$ cat src/rtl/inst_prefetch_queue_if.sv
// Purpose: bundles the realigner-facing and ICACHE-facing read buses of the prefetch queue.
// Latency: pure wiring, no storage.
// Backpressure: realigner side uses cons_stall, cache side uses ICACHE_stall.
// Signals:
//   cons_ren/cons_addr        realigner read request and word address
//   cons_rdata/cons_stall     word returned to the realigner, high stall = not valid
//   ICACHE_ren/ICACHE_addr    cache read request and word address
//   ICACHE_wen/ICACHE_wdata   write port, tied off by the queue
//   ICACHE_rdata/ICACHE_stall cache read data and busy flag
// Modports: master = prefetch queue, slave = environment (realigner + cache).
interface inst_prefetch_queue_if;
   logic        cons_ren;
   logic [29:0] cons_addr;
   logic [31:0] cons_rdata;
   logic        cons_stall;
   logic        ICACHE_ren;
   logic        ICACHE_wen;
   logic [29:0] ICACHE_addr;
   logic [31:0] ICACHE_wdata;
   logic [31:0] ICACHE_rdata;
   logic        ICACHE_stall;

   modport master (
      input  cons_ren, cons_addr, ICACHE_rdata, ICACHE_stall,
      output cons_rdata, cons_stall, ICACHE_ren, ICACHE_wen, ICACHE_addr, ICACHE_wdata
   );

   modport slave (
      output cons_ren, cons_addr, ICACHE_rdata, ICACHE_stall,
      input  cons_rdata, cons_stall, ICACHE_ren, ICACHE_wen, ICACHE_addr, ICACHE_wdata
   );
endinterface

$ cat src/rtl/inst_prefetch_queue.sv
// Purpose: instruction prefetch queue between ICACHE and the IF realigner, runs ahead sequentially.
// Latency: miss -> word written on cache-accept edge, readable next cycle (same cycle with bypass).
// Backpressure: stops requesting when DEPTH words are held; cons_stall while the word is absent.
// Ports:
//   clk, rst_n                   clock, asynchronous active-low reset
//   redirect, redirect_addr      flush and restart prefetch at a new word address
//   bus (master modport)         realigner lookup port and ICACHE read port
// Optional feature macro: PFQ_BYPASS_EN (serve an empty-queue miss straight from ICACHE_rdata).
module inst_prefetch_queue #(
   parameter int DEPTH = 4
) (
   input  logic                  clk,
   input  logic                  rst_n,
   input  logic                  redirect,
   input  logic [29:0]           redirect_addr,
   inst_prefetch_queue_if.master bus
);
   localparam int PW = $clog2(DEPTH);
   localparam int CW = PW + 1;
   localparam logic [CW-1:0] FULL_CNT = CW'(DEPTH);

   typedef enum logic [1:0] {
      IDLE  = 2'd0,
      RUN   = 2'd1,
      DRAIN = 2'd2
   } state_t;

   state_t        state_q, state_d;
   logic [29:0]   fetch_addr_q, fetch_addr_d;
   logic [29:0]   pend_addr_q, pend_addr_d;
   logic [PW-1:0] head_q, head_d;
   logic [PW-1:0] tail_q, tail_d;
   logic [CW-1:0] count_q, count_d;
   logic [29:0]   ent_addr_q [DEPTH];
   logic [29:0]   ent_addr_d [DEPTH];
   logic [31:0]   ent_data_q [DEPTH];
   logic [31:0]   ent_data_d [DEPTH];

   logic [PW-1:0] head1;
   logic [29:0]   target_addr;
   logic [29:0]   redir_tgt;
   logic [CW-1:0] count_after_pop;
   logic          hit0, hit1, bypass, outstanding;
   logic          implicit_redir, redir_any;
   logic          pop, push, accept, ren;

   // Consumer lookup and request generation.
   always_comb begin
      head1       = head_q + PW'(1);
      // While draining, the stream we are heading for is the pending redirect target.
      target_addr = (state_q == DRAIN) ? pend_addr_q : fetch_addr_q;

      hit0 = bus.cons_ren && (count_q != '0) && (ent_addr_q[head_q] == bus.cons_addr);
      hit1 = bus.cons_ren && !hit0 && (count_q >= CW'(2)) &&
             (ent_addr_q[head1] == bus.cons_addr);

      // With fewer than two words held, the next word to be fetched will land in
      // entry0 or entry1, so asking for it is not a change of stream.
      outstanding    = (count_q <= CW'(1)) && (bus.cons_addr == target_addr);
      implicit_redir = bus.cons_ren && (state_q != IDLE) && !hit0 && !hit1 && !outstanding;
      redir_any      = redirect || implicit_redir;
      redir_tgt      = redirect ? redirect_addr : bus.cons_addr;

      pop             = hit1 && !redir_any;
      count_after_pop = count_q - CW'(pop);

      // Once a request is stalled, count cannot grow until it is accepted, so ren
      // and fetch_addr stay put for the whole stall.
      ren    = (state_q == DRAIN) || ((state_q == RUN) && (count_after_pop < FULL_CNT));
      accept = ren && !bus.ICACHE_stall;
      push   = accept && (state_q == RUN) && !redir_any;

`ifdef PFQ_BYPASS_EN
      bypass = bus.cons_ren && (count_q == '0) && push && (fetch_addr_q == bus.cons_addr);
`else
      bypass = 1'b0;
`endif
   end

   assign bus.ICACHE_ren   = ren;
   assign bus.ICACHE_addr  = fetch_addr_q;
   assign bus.ICACHE_wen   = 1'b0;
   assign bus.ICACHE_wdata = '0;
   assign bus.cons_stall   = bus.cons_ren && !(hit0 || hit1 || bypass);
   assign bus.cons_rdata   = bypass ? bus.ICACHE_rdata :
                             hit1   ? ent_data_q[head1] : ent_data_q[head_q];

   // Next-state logic for the controller and the queue.
   always_comb begin
      state_d      = state_q;
      fetch_addr_d = fetch_addr_q;
      pend_addr_d  = pend_addr_q;
      head_d       = head_q;
      tail_d       = tail_q;
      count_d      = count_q;
      ent_addr_d   = ent_addr_q;
      ent_data_d   = ent_data_q;

      case (state_q)
         IDLE: begin
            if (redirect || bus.cons_ren) begin
               state_d      = RUN;
               fetch_addr_d = redir_tgt;
            end
         end
         RUN: begin
            if (redir_any) begin
               // Flush wins over push/pop; any word returned this cycle is dropped.
               head_d  = '0;
               tail_d  = '0;
               count_d = '0;
               if (ren && bus.ICACHE_stall) begin
                  // A stalled request cannot be withdrawn: ride it out in DRAIN.
                  state_d     = DRAIN;
                  pend_addr_d = redir_tgt;
               end else begin
                  fetch_addr_d = redir_tgt;
               end
            end else begin
               if (push) begin
                  ent_addr_d[tail_q] = fetch_addr_q;
                  ent_data_d[tail_q] = bus.ICACHE_rdata;
                  tail_d             = tail_q + PW'(1);
                  fetch_addr_d       = fetch_addr_q + 30'd1;
               end
               if (pop) begin
                  head_d = head1;
               end
               count_d = count_q + CW'(push) - CW'(pop);
            end
         end
         DRAIN: begin
            if (redir_any) begin
               pend_addr_d = redir_tgt;
            end
            if (!bus.ICACHE_stall) begin
               state_d      = RUN;
               fetch_addr_d = redir_any ? redir_tgt : pend_addr_q;
            end
         end
         default: begin
            state_d = IDLE;
         end
      endcase
   end

   always_ff @(posedge clk or negedge rst_n) begin
      if (!rst_n) begin
         state_q      <= IDLE;
         fetch_addr_q <= '0;
         pend_addr_q  <= '0;
         head_q       <= '0;
         tail_q       <= '0;
         count_q      <= '0;
         for (int i = 0; i < DEPTH; i++) begin
            ent_addr_q[i] <= '0;
            ent_data_q[i] <= '0;
         end
      end else begin
         state_q      <= state_d;
         fetch_addr_q <= fetch_addr_d;
         pend_addr_q  <= pend_addr_d;
         head_q       <= head_d;
         tail_q       <= tail_d;
         count_q      <= count_d;
         ent_addr_q   <= ent_addr_d;
         ent_data_q   <= ent_data_d;
      end
   end
endmodule
$ cat src/flat_wrapper.sv
// flat-port wrapper written by rule: the top's interface ports become plain ports
module inst_prefetch_queue_flat 
#(
   parameter int DEPTH = 4
)
  (clk, rst_n, redirect, redirect_addr, bus_cons_ren, bus_cons_addr, bus_ICACHE_rdata, bus_ICACHE_stall, bus_cons_rdata, bus_cons_stall, bus_ICACHE_ren, bus_ICACHE_wen, bus_ICACHE_addr, bus_ICACHE_wdata);
  inst_prefetch_queue_if bus_i ();
  input  logic clk;
  input  logic rst_n;
  input  logic redirect;
  input  logic [29:0] redirect_addr;
  input wire logic [$bits(bus_i.cons_ren)-1:0] bus_cons_ren;
  input wire logic [$bits(bus_i.cons_addr)-1:0] bus_cons_addr;
  input wire logic [$bits(bus_i.ICACHE_rdata)-1:0] bus_ICACHE_rdata;
  input wire logic [$bits(bus_i.ICACHE_stall)-1:0] bus_ICACHE_stall;
  output wire logic [$bits(bus_i.cons_rdata)-1:0] bus_cons_rdata;
  output wire logic [$bits(bus_i.cons_stall)-1:0] bus_cons_stall;
  output wire logic [$bits(bus_i.ICACHE_ren)-1:0] bus_ICACHE_ren;
  output wire logic [$bits(bus_i.ICACHE_wen)-1:0] bus_ICACHE_wen;
  output wire logic [$bits(bus_i.ICACHE_addr)-1:0] bus_ICACHE_addr;
  output wire logic [$bits(bus_i.ICACHE_wdata)-1:0] bus_ICACHE_wdata;
  assign bus_i.cons_ren = bus_cons_ren;
  assign bus_i.cons_addr = bus_cons_addr;
  assign bus_i.ICACHE_rdata = bus_ICACHE_rdata;
  assign bus_i.ICACHE_stall = bus_ICACHE_stall;
  assign bus_cons_rdata = bus_i.cons_rdata;
  assign bus_cons_stall = bus_i.cons_stall;
  assign bus_ICACHE_ren = bus_i.ICACHE_ren;
  assign bus_ICACHE_wen = bus_i.ICACHE_wen;
  assign bus_ICACHE_addr = bus_i.ICACHE_addr;
  assign bus_ICACHE_wdata = bus_i.ICACHE_wdata;
  inst_prefetch_queue #(.DEPTH(DEPTH)) u_core (.clk(clk), .rst_n(rst_n), .redirect(redirect), .redirect_addr(redirect_addr), .bus(bus_i));
endmodule
$ cat config.mk
export PLATFORM = sky130hd
export DESIGN_NAME = inst_prefetch_queue_flat
export DESIGN_NICKNAME = d
export VERILOG_FILES = /design/src/rtl/inst_prefetch_queue_if.sv /design/src/rtl/inst_prefetch_queue.sv /design/src/flat_wrapper.sv
export SDC_FILE = /design/constraint.sdc
export NUM_CORES = 1
export LEC_CHECK = 0
export CAP_MARGIN = 20
export CORE_ASPECT_RATIO = 2
export CORE_MARGIN = 4
export CORE_UTILIZATION = 43
export CTS_CLUSTER_SIZE = 14
export DETAILED_ROUTE_END_ITERATION = 10
export PLACE_DENSITY = 0.69
export SYNTH_ARGS = -nofsm -noshare
export SYNTH_HDL_FRONTEND = slang
export SYNTH_SLANG_ARGS = --single-unit
$ cat constraint.sdc
create_clock -name clk -period 5.3 [get_ports clk]
set_clock_uncertainty 0.1 [all_clocks]
set_input_delay 0.795 -clock clk [delete_from_list [all_inputs] [get_ports clk]]
set_output_delay 0.795 -clock clk [all_outputs]
set_load 0.01 [all_outputs]
==> summary.txt <==
Outcome
  – Status: complete, no violations

Clock tree
  – CTS root buf: clkbuf_16
  – Clk buf depth: 3
  – CTS buffer count: 30
  – CTS tree: done
  – Clock sinks: 317
  – Clk Latency, worst-skew pair: 580 ps
  – CTS H-tree lvls: 1
  – Clk slew on worst S/H paths: 70 ps

Detailed routing
  – Via density: 5.96
  – Via count: 13300
  – First-pass DRT Iterations: 6
  – Wire length per cell: 25.3 µm
  – Initial drt markers: 783
  – # DRC: 0
  – WL final: 56.6 mm
  – Final ANT Viol Nets: 0

Setup path
  – WP data arrival: 4350 ps
  – Cells on worst reg2reg path: 21
  – CP Launch Type: flip-flop
  – Capturing point of the worst reg2reg path: u_core.count_q[1]
  – CP startpoint: u_core.head_q[0]
  – CP Class: flip-flop to output port
  – Setup crit end: bus_cons_rdata[25]
  – Max Fanout on Critical Path: 9
  – RR Startpoint: u_core.head_q[0]
  – Required time of the critical path: 4410 ps
  – Flop-to-flop setup slack: 200 ps
  – Setup crit end kind: output port

Place
  – Area after DPL: 21800 µm²
  – Dpl ws: -132 ps
  – Placer congestion estimate: 0.990
  – HPWL after DPL: 41.1 mm
  – Buffers on Ports: 160
  – Placed cell count: 2172

STA
  – Period utilization: 99.0%
  – Minimum clock period: 5250 ps
  – Final worst slack: 51.0 ps
  – # setup viols final: 0
  – Worst slew margin relative to its limit: 38.9%
  – Hold_ws: 123 ps
  – Top achievable clock speed: 191 MHz
  – Hold Vio Cnt, Final: 0
  – Slew @ Worst Pin: 909 ps
  – Unrepaired setup endpoints after global routing: true
  – Slew Limit Fails: 0

Pwr
  – Peak supply drop: 280 µV
  – Power density over the cells: 457 nW/µm²
  – Total power: 10500 µW
  – Leakage power total: 0.00996 µW

Synth
  – Area leader, netlist: dfrtp_1
  – Top cells by area, synth: dfrtp_1 (41%), mux2_1 (14%), mux4_2 (13%)
  – EDFF count, synth: 0
  – Seq/Total Area, Yosys: 41.3%
  – FFs w/ async S/R, synth: 100%
  – Synth cell count leaders: dfrtp_1 (317), mux2_1 (240), mux4_2 (109), mux2_2 (104), mux2i_1 (71)
  – Mean Syn Cell Area: 13.0 µm²
  – Post-synth design cell area: 19200 µm²
  – Most frequent cell after synthesis: dfrtp_1
  – Synth Instances: 1482
  – FF+latch count, synth: 317
  – Synth warnings: 0
  – Top cell type's share of synthesized area: 41.3%
  – Commonest register cell after synthesis: dfrtp_1
  – Post-synthesis cell type count: 66

Cells and area
  – Final Cell Area: 22900 µm²
  – Diode count: 0
  – Layout area overhead: 19.5%
  – Non-filler cells, final: 2239
  – Nets@finish: 1773
  – Layout cells sized above 1: 26.5%

Global routing
  – Vias in the first global route: 14500
  – Met1 GRT Util: 25.0%
  – GRT busiest layer: met2
  – Global-route wire length before repair: 86.1 mm
  – Largest net degree at the start of global routing: 133
  – Initial antenna violation count: 0
  – Met2 Use GR: 42.0%
  – All-Layer GR Usage: 23.4%
  – Routing usage on met3: 2.45%
  – GRT Residual Overflow: 0

Floorplanning
  – Initial Util: 43.4%
  – FP Rows: 109
  – Die area: 48300 µm²
  – Ports: 194
  – Core Area: 44200 µm²
  – Die span in y: 307 µm
  – Chip width: 157 µm

Hold path
  – HP Class: input port to async pin

Flow run
  – Max_cap viols: 0
[state kept, by name, summed over array words and instances, names as in the netlist]
| name | count |
|---|---|
| u_core.tail_q | 2 |
| u_core.ent_addr_q | 120 |
| u_core.count_q | 3 |
| u_core.ent_data_q | 128 |
| u_core.head_q | 2 |
| u_core.state_q | 2 |
| u_core.pend_addr_q | 30 |
| u_core.bus.ICACHE_addr | 30 |
[layer usage]
metal | vias up | part of all wire (%)
met4 | 0 | 8.4
li1 | 5808 | -
met3 | 172 | 4.4
met5 | - | 0
met2 | 486 | 53
met1 | 6874 | 34
[repair_timing]
action	CTS	global route
pin swaps	6	6
resized for setup	80	35
gates cloned	2	0
setup endpoints to repair	33	283
setup buffers	10	1
hold buffers	0	0
[stage by stage]
step / setup TNS [ps] / utilization, %
final: 0 / 51.9
after global routing: -204 / 51.9
after CTS: -15.7 / 52.1
after detailed placement: -15490 / 49.2
after global placement: -2060 / 49.2
after floorplan: 0 / -
[cell usage in the layout, fill, tap and decap left out, types with 31 or more instances in the layout]
master,count
conb_1,33
mux4_2,109
xnor2_1,66
xor2_1,40
a21oi_1,32
o21ai_0,40
clkbuf_16,31
mux2_1,240
dfrtp_1,315
mux2i_1,69
mux2_2,104
nand2_1,42
buf_4,84
clkdlybuf4s50_1,125
[worst max-delay path, stage by stage (launching register included)]
cell and delay [ps]:
dfrtp_4 470, buf_12 170, mux4_2 540, xnor2_2 130, buf_4 160, nand4_1 90, or4_4 420, or4_4 510
o21ai_2 140, or2_4 150, buf_4 120, buf_12 110, buf_12 150, mux2_2 350, clkdlybuf4s15_2 230
[power breakdown]
part           switching (µW)  internal (µW)
registers                 783           3080
clock network             963           1320
logic                    2130           2210
total                    3870           6600
[logic make-up after synthesis]
group                    synth area share (%)
multiplexers                             37.4
flip-flops                               41.3
buffers and inverters                    5.73
AO/OA/AOI/OAI                            5.51
AND/OR/NAND/NOR                          4.15
XOR/XNOR                                 4.88
adder cells (fa/ha/maj)                  1.02
other                                  0.0195
[final cells by class]
cell class,instances,area [µm²]
clock buffers,46,942
clock inverters,9,101
fillers,3825,21200
inverters,28,105
multi-input cells,1006,10400
flip-flops and latches,317,7940
well taps,555,694
repair buffers,278,2790
[worst min path at each step]
stage,to,cells after the start,slack (ps)
floorplan,u_core.ent_addr_q[11],1,370
global placement,u_core.ent_data_q[28],1,380
detailed placement,u_core.pend_addr_q[17],1,390
CTS,u_core.bus.ICACHE_addr[3],1,150
global route,u_core.bus.ICACHE_addr[2],1,180
finish,u_core.bus.ICACHE_addr[2],1,120
Power figures use the tool's default switching activity.
